$ cat src/rtl/cc_miss_ar_ctrl_if.sv
`default_nettype none
// ============================================================================
// Module   : cc_miss_ar_ctrl_if
// Brief    : Miss-request, AR-channel, R-monitor and miss-FIFO bundle for the
//            refill-path miss sequencer.
// Revision : 1.0 - initial release
// ============================================================================
interface cc_miss_ar_ctrl_if;
    logic        miss_req_i;
    logic [31:0] miss_addr_i;
    logic        miss_ready_o;

    logic [31:0] mem_araddr_o;
    logic [3:0]  mem_arlen_o;
    logic [2:0]  mem_arsize_o;
    logic [1:0]  mem_arburst_o;
    logic        mem_arvalid_o;
    logic        mem_arready_i;

    logic        mem_rvalid_i;
    logic        mem_rready_i;
    logic        mem_rlast_i;

    logic        miss_addr_fifo_full_i;
    logic        miss_addr_fifo_wren_o;
    logic [31:0] miss_addr_fifo_wdata_o;

    logic        fill_done_o;
    logic [3:0]  outstanding_o;
    logic        proto_err_o;

    // Sequencer view: drives AR, FIFO push and status.
    modport master (
        input  miss_req_i, miss_addr_i, mem_arready_i,
               mem_rvalid_i, mem_rready_i, mem_rlast_i, miss_addr_fifo_full_i,
        output miss_ready_o, mem_araddr_o, mem_arlen_o, mem_arsize_o,
               mem_arburst_o, mem_arvalid_o, miss_addr_fifo_wren_o,
               miss_addr_fifo_wdata_o, fill_done_o, outstanding_o, proto_err_o
    );

    // Environment view: lookup stage, memory and FIFO side.
    modport slave (
        output miss_req_i, miss_addr_i, mem_arready_i,
               mem_rvalid_i, mem_rready_i, mem_rlast_i, miss_addr_fifo_full_i,
        input  miss_ready_o, mem_araddr_o, mem_arlen_o, mem_arsize_o,
               mem_arburst_o, mem_arvalid_o, miss_addr_fifo_wren_o,
               miss_addr_fifo_wdata_o, fill_done_o, outstanding_o, proto_err_o
    );
endinterface
`default_nettype wire

$ cat src/rtl/cc_miss_ar_ctrl.sv
`default_nettype none
// ============================================================================
// Module   : cc_miss_ar_ctrl
// Brief    : Accepts line misses, issues one INCR read burst per miss, pushes
//            the line address to the fill FIFO and tracks outstanding bursts.
// Revision : 1.0 - initial release
// ============================================================================
module cc_miss_ar_ctrl #(
    parameter int MAX_OUTSTANDING = 4,
    parameter int BURST_BEATS     = 8
) (
    input  logic              clk,
    input  logic              rst,
    cc_miss_ar_ctrl_if.master bus
);

    localparam int                  c_BEAT_W    = $clog2(BURST_BEATS) + 1;
    localparam logic [c_BEAT_W-1:0] c_LAST_BEAT = c_BEAT_W'(BURST_BEATS - 1);
    localparam logic [c_BEAT_W-1:0] c_BEAT_SAT  = '1;
    localparam logic [3:0]          c_MAX_OUT   = 4'(MAX_OUTSTANDING);
    localparam logic [31:0]         c_LINE_MASK = 32'hFFFF_FFC0;

    typedef enum logic [0:0] {
        IDLE    = 1'b0,
        AR_WAIT = 1'b1
    } state_t;

    state_t              r_state;
    state_t              w_state_nxt;
    logic [31:0]         r_araddr;
    logic [31:0]         r_wdata;
    logic                r_wren;
    logic                r_fill_done;
    logic                r_proto_err;
    logic [3:0]          r_outstanding;
    logic [c_BEAT_W-1:0] r_beat_cnt;

    logic                w_ready;
    logic                w_arvalid;
    logic                w_accept;
    logic                w_r_hs;
    logic                w_rlast_hs;
    logic                w_beat_err;
    logic                w_underflow;
    logic [31:0]         w_line_addr;

    assign w_line_addr = bus.miss_addr_i & c_LINE_MASK;
    assign w_accept    = bus.miss_req_i & w_ready;
    assign w_r_hs      = bus.mem_rvalid_i & bus.mem_rready_i;
    assign w_rlast_hs  = w_r_hs & bus.mem_rlast_i;
    assign w_underflow = w_rlast_hs & (r_outstanding == 4'd0);

    // A last beat must land exactly on the final index; a non-last beat may not pass it.
    assign w_beat_err  = w_r_hs & (bus.mem_rlast_i ? (r_beat_cnt != c_LAST_BEAT)
                                                   : (r_beat_cnt >= c_LAST_BEAT));

    always_ff @(posedge clk) begin
        if (rst) begin
            r_state <= IDLE;
        end else begin
            r_state <= w_state_nxt;
        end
    end

    always_comb begin
        w_state_nxt = r_state;
        w_ready     = 1'b0;
        w_arvalid   = 1'b0;
        case (r_state)
            IDLE: begin
                w_ready = ~bus.miss_addr_fifo_full_i & (r_outstanding < c_MAX_OUT);
                if (bus.miss_req_i && w_ready) begin
                    w_state_nxt = AR_WAIT;
                end
            end
            AR_WAIT: begin
                w_arvalid = 1'b1;
                if (bus.mem_arready_i) begin
                    w_state_nxt = IDLE;
                end
            end
            default: w_state_nxt = IDLE;
        endcase
    end

    always_ff @(posedge clk) begin
        if (rst) begin
            r_araddr      <= 32'd0;
            r_wdata       <= 32'd0;
            r_wren        <= 1'b0;
            r_fill_done   <= 1'b0;
            r_proto_err   <= 1'b0;
            r_outstanding <= 4'd0;
            r_beat_cnt    <= '0;
        end else begin
            r_wren      <= w_accept;
            r_fill_done <= w_rlast_hs;
            if (w_accept) begin
                r_araddr <= w_line_addr;
                r_wdata  <= w_line_addr;
            end

            // A completion with nothing in flight is dropped, so a simultaneous accept still counts.
            if (w_accept && !(w_rlast_hs && !w_underflow)) begin
                r_outstanding <= r_outstanding + 4'd1;
            end else if (!w_accept && w_rlast_hs && !w_underflow) begin
                r_outstanding <= r_outstanding - 4'd1;
            end

            if (w_r_hs) begin
                if (bus.mem_rlast_i) begin
                    r_beat_cnt <= '0;
                end else if (r_beat_cnt != c_BEAT_SAT) begin
                    r_beat_cnt <= r_beat_cnt + 1'b1;
                end
            end

            if (w_beat_err || w_underflow) begin
                r_proto_err <= 1'b1;
            end
        end
    end

    assign bus.miss_ready_o           = w_ready;
    assign bus.mem_arvalid_o          = w_arvalid;
    assign bus.mem_araddr_o           = r_araddr;
    assign bus.mem_arlen_o            = 4'(BURST_BEATS - 1);
    assign bus.mem_arsize_o           = 3'b011;
    assign bus.mem_arburst_o          = 2'b01;
    assign bus.miss_addr_fifo_wren_o  = r_wren;
    assign bus.miss_addr_fifo_wdata_o = r_wdata;
    assign bus.fill_done_o            = r_fill_done;
    assign bus.outstanding_o          = r_outstanding;
    assign bus.proto_err_o            = r_proto_err;

endmodule
`default_nettype wire

$ cat src/flat_wrapper.sv
// flat-port wrapper written by rule: the top's interface ports become plain ports
module cc_miss_ar_ctrl_flat 
#(
    parameter int MAX_OUTSTANDING = 4,
    parameter int BURST_BEATS     = 8
)
  (clk, rst, bus_miss_req_i, bus_miss_addr_i, bus_mem_arready_i, bus_mem_rvalid_i, bus_mem_rready_i, bus_mem_rlast_i, bus_miss_addr_fifo_full_i, bus_miss_ready_o, bus_mem_araddr_o, bus_mem_arlen_o, bus_mem_arsize_o, bus_mem_arburst_o, bus_mem_arvalid_o, bus_miss_addr_fifo_wren_o, bus_miss_addr_fifo_wdata_o, bus_fill_done_o, bus_outstanding_o, bus_proto_err_o);
  cc_miss_ar_ctrl_if bus_i ();
  input  logic clk;
  input  logic rst;
  input wire logic [$bits(bus_i.miss_req_i)-1:0] bus_miss_req_i;
  input wire logic [$bits(bus_i.miss_addr_i)-1:0] bus_miss_addr_i;
  input wire logic [$bits(bus_i.mem_arready_i)-1:0] bus_mem_arready_i;
  input wire logic [$bits(bus_i.mem_rvalid_i)-1:0] bus_mem_rvalid_i;
  input wire logic [$bits(bus_i.mem_rready_i)-1:0] bus_mem_rready_i;
  input wire logic [$bits(bus_i.mem_rlast_i)-1:0] bus_mem_rlast_i;
  input wire logic [$bits(bus_i.miss_addr_fifo_full_i)-1:0] bus_miss_addr_fifo_full_i;
  output wire logic [$bits(bus_i.miss_ready_o)-1:0] bus_miss_ready_o;
  output wire logic [$bits(bus_i.mem_araddr_o)-1:0] bus_mem_araddr_o;
  output wire logic [$bits(bus_i.mem_arlen_o)-1:0] bus_mem_arlen_o;
  output wire logic [$bits(bus_i.mem_arsize_o)-1:0] bus_mem_arsize_o;
  output wire logic [$bits(bus_i.mem_arburst_o)-1:0] bus_mem_arburst_o;
  output wire logic [$bits(bus_i.mem_arvalid_o)-1:0] bus_mem_arvalid_o;
  output wire logic [$bits(bus_i.miss_addr_fifo_wren_o)-1:0] bus_miss_addr_fifo_wren_o;
  output wire logic [$bits(bus_i.miss_addr_fifo_wdata_o)-1:0] bus_miss_addr_fifo_wdata_o;
  output wire logic [$bits(bus_i.fill_done_o)-1:0] bus_fill_done_o;
  output wire logic [$bits(bus_i.outstanding_o)-1:0] bus_outstanding_o;
  output wire logic [$bits(bus_i.proto_err_o)-1:0] bus_proto_err_o;
  assign bus_i.miss_req_i = bus_miss_req_i;
  assign bus_i.miss_addr_i = bus_miss_addr_i;
  assign bus_i.mem_arready_i = bus_mem_arready_i;
  assign bus_i.mem_rvalid_i = bus_mem_rvalid_i;
  assign bus_i.mem_rready_i = bus_mem_rready_i;
  assign bus_i.mem_rlast_i = bus_mem_rlast_i;
  assign bus_i.miss_addr_fifo_full_i = bus_miss_addr_fifo_full_i;
  assign bus_miss_ready_o = bus_i.miss_ready_o;
  assign bus_mem_araddr_o = bus_i.mem_araddr_o;
  assign bus_mem_arlen_o = bus_i.mem_arlen_o;
  assign bus_mem_arsize_o = bus_i.mem_arsize_o;
  assign bus_mem_arburst_o = bus_i.mem_arburst_o;
  assign bus_mem_arvalid_o = bus_i.mem_arvalid_o;
  assign bus_miss_addr_fifo_wren_o = bus_i.miss_addr_fifo_wren_o;
  assign bus_miss_addr_fifo_wdata_o = bus_i.miss_addr_fifo_wdata_o;
  assign bus_fill_done_o = bus_i.fill_done_o;
  assign bus_outstanding_o = bus_i.outstanding_o;
  assign bus_proto_err_o = bus_i.proto_err_o;
  cc_miss_ar_ctrl #(.MAX_OUTSTANDING(MAX_OUTSTANDING), .BURST_BEATS(BURST_BEATS)) u_core (.clk(clk), .rst(rst), .bus(bus_i));
endmodule
$ cat config.mk
export PLATFORM = sky130hd
export DESIGN_NAME = cc_miss_ar_ctrl_flat
export DESIGN_NICKNAME = d
export VERILOG_FILES = /design/src/rtl/cc_miss_ar_ctrl_if.sv /design/src/rtl/cc_miss_ar_ctrl.sv /design/src/flat_wrapper.sv
export SDC_FILE = /design/constraint.sdc
export NUM_CORES = 1
export LEC_CHECK = 0
export CAP_MARGIN = 20
export CELL_PAD_IN_SITES_DETAIL_PLACEMENT = 1
export CELL_PAD_IN_SITES_GLOBAL_PLACEMENT = 2
export CORE_ASPECT_RATIO = 1.4
export CORE_MARGIN = 8
export CORE_UTILIZATION = 19
export DETAILED_ROUTE_END_ITERATION = 10
export GPL_TIMING_DRIVEN = 0
export PLACE_DENSITY_LB_ADDON = 0.05
export REMOVE_ABC_BUFFERS = 1
export SYNTH_ARGS = -nofsm -noshare
export SYNTH_HDL_FRONTEND = slang
export SYNTH_SLANG_ARGS = --single-unit
export TNS_END_PERCENT = 20
$ cat constraint.sdc
create_clock -name clk -period 2.7 [get_ports clk]
set_input_delay 0.54 -clock clk [delete_from_list [all_inputs] [get_ports clk]]
set_output_delay 0.54 -clock clk [all_outputs]
set_load 0.005 [all_outputs]
==> results of run 1 <==
## per-stage QoR
step / hold WS, ns / cells
final: 0.470 / 434
after floorplan: 0.472 / 196
after global placement: 0.457 / 425
after CTS: 0.475 / 434
after detailed placement: 0.467 / 425
after global routing: 0.494 / 434
## final timing paths
kind | end | slack [ns] | cells past startpoint
worst min-delay path | u_core.bus.mem_araddr_o[10] | 0.47 | 2
worst min register to register | u_core.bus.mem_araddr_o[10] | 0.47 | 2
worst max-delay path | bus_miss_ready_o | 0.09 | 4
worst max register to register | u_core.bus.outstanding_o[3] | 0.24 | 8
## state kept, by name, summed over array words and instances (netlist names)
| signal | flops |
|---|---|
| u_core.bus.fill_done_o | 1 |
| u_core.r_beat_cnt | 4 |
| u_core.bus.proto_err_o | 1 |
| u_core.r_state | 1 |
| u_core.bus.outstanding_o | 4 |
| u_core.bus.mem_araddr_o | 26 |
| u_core.bus.miss_addr_fifo_wren_o | 1 |
## per-layer routing
metal | vias up | routed length [µm]
met5 | - | 0
met4 | 0 | 88
met3 | 7 | 449
met2 | 59 | 3240
met1 | 788 | 2640
li1 | 830 | -
## final cells by class
cell class	instances	area [µm²]
repair buffers	95	943
multi-input cells	154	848
fillers	1197	7070
inverters	4	16.3
clock buffers	7	143
well taps	135	169
flip-flops and latches	38	761
clock inverters	1	5.00
## critical path, stage by stage
cell             delay, ns
clkdlybuf4s50_1       0.40
or4_4                 0.50
clkinv_2              0.12
clkdlybuf4s50_1       0.51
## cell usage in the layout, fill, tap and decap left out, types with 2 or more instances in the layout
cell type,count
mux2i_1,2
ha_1,3
a21oi_2,3
nand3_1,3
xor2_1,3
a21oi_1,30
dfxtp_1,38
nand2_1,53
nor3_1,7
nand4_1,2
and3_1,2
or4_4,2
conb_1,21
inv_1,2
clkinv_2,2
clkbuf_16,5
clkdlybuf4s50_1,93
nor2_1,4
## power breakdown
part           switching [mW]  internal (mW)
Sequential             0.0732          0.627
Combinational           0.291          0.346
Clock                   0.224          0.366
## cell families after synthesis
| group | share of synthesized area |
|---|---|
| adders and majority gates | 0.0295 |
| muxes | 0.0103 |
| buffers and inverters | 0.215 |
| other | 0.00386 |
| DFF | 0.390 |
| xor gates and xnor gates | 0.0135 |
| AOI/OAI and AO/OA | 0.132 |
| and+or+nand+nor | 0.205 |
## repair_timing
action | CTS | global route
pin swaps | 2 | 1
gates cloned | 0 | 0
hold buffers | 0 | 0
setup buffers | 1 | 0
gates resized for setup | 1 | 2
endpoints found under the setup margin | 1 | 1
==> results_dict.tcl, run 1 <==
set metrics [dict create \
    path_max_fanout 4 \
    period_needed_ns 2.61 \
    async_flop_share 0 \
    status "finished clean" \
    dieWidth_um 102 \
    use_met3 0.0246 \
    use_met2 0.164 \
    fp.dieArea_um2 13800 \
    setup_tns_ns 0 \
    core_um2 9950 \
    synth_edf_count 0 \
    min_from "u_core.bus.mem_araddr_o[10]" \
    core.rowCount 43 \
    yosysWarnings 0 \
    slew_headroom 0.459 \
    final_net_count 342 \
    place_ws_ns -0.485 \
    leakagePower_nw 1.06 \
    drv_cap 0 \
    cts_tree "built" \
    worst_slack_ns 0.0854 \
    hp-class "register to register" \
    use_met1 0.0998 \
    cp.arrival_ns 2.07 \
    skew_ns 0.00338 \
    yosys.area.top_type "dfxtp_1" \
    h-tree-depth 2 \
    grt_usage 0.0918 \
    dr.pass1.iters 2 \
    ys_ff_latch 38 \
    path_clk_slew_ns 0.06 \
    yosysMostFrequentCell "nand2_1" \
    setup_violations 0 \
    r2r-start "u_core.bus.outstanding_o[0]" \
    ys_types 39 \
    cts_root_buf "clkbuf_16" \
    die_h_um 136 \
    hold_viol 0 \
    netlist.area_leader.share 0.390 \
    io_buffers 94 \
    synth_commonest_cells "nand2_1, buf_4, dfxtp_1" \
    cts_inserted_buffers 5 \
    grt_max_degree 39 \
    synth_area_leaders "dfxtp_1, buf_4, nand2_1, a21oi_1, ha_1" \
    slew_violations 0 \
    place_area_um2 2720 \
    antenna_found_initial 0 \
    start_util 0.196 \
    vias 1684 \
    utilization 0.290 \
    timing.final.crit_share 0.968 \
    gp_congestion 0.631 \
    cp-end-kind "primary output" \
    crit_required_ns 2.16 \
    worstMarginPinSlew_ns 0.811 \
    clk_latency_ns 0.28 \
    critPathLaunchType "primary input" \
    max-clock-path-buffers 2 \
    p_per_area_nw_per_um2 668 \
    wire_per_inst_um 14.8 \
    syn_area_per_cell_um2 8.36 \
    busiest_layer "met2" \
    hpwl_mm 4.77 \
    grt_pass1_vias 1767 \
    drive_above_1_share 0.0836 \
    finalWirelength_mm 6.41 \
    rsz0062_at_grt "no" \
    antennaDiodeCount 0 \
    area_growth_pct 48.1 \
    final_area_um2 2890 \
    route.detailed.drc 0 \
    ys_seq_area_frac 0.390 \
    grt-ovfl-total 0 \
    syn_area_um2 1950 \
    final_antenna_net_count 0 \
    worst_ir_drop_vdd_mv 0.251 \
    finalPower_mw 1.93 \
    synth_flop_cell "dfxtp_1" \
    ioPinCount 122 \
    first_iter_violations 31 \
    crit_path_start "bus_miss_addr_fifo_full_i" \
    grt_first_pass_wirelength_mm 9.81 \
    crit_type "primary input to primary output" \
    fmax_mhz 382 \
    cts.sinks 38 \
    vias_per_cell 3.88 \
    syn_inst 233 \
]
(Power assumes the default switching activity.)
==> run 2, diff against run 1 <==
--- a/config.mk
+++ b/config.mk
@@ -11,6 +11,8 @@
 export CORE_ASPECT_RATIO = 1.4
 export CORE_MARGIN = 8
 export CORE_UTILIZATION = 19
+export CTS_CLUSTER_DIAMETER = 60
+export CTS_CLUSTER_SIZE = 40
 export DETAILED_ROUTE_END_ITERATION = 10
 export GPL_TIMING_DRIVEN = 0
 export PLACE_DENSITY_LB_ADDON = 0.05
==> results of run 2 <==
The final DEF is identical to that of run 1; final timing and power are the same.
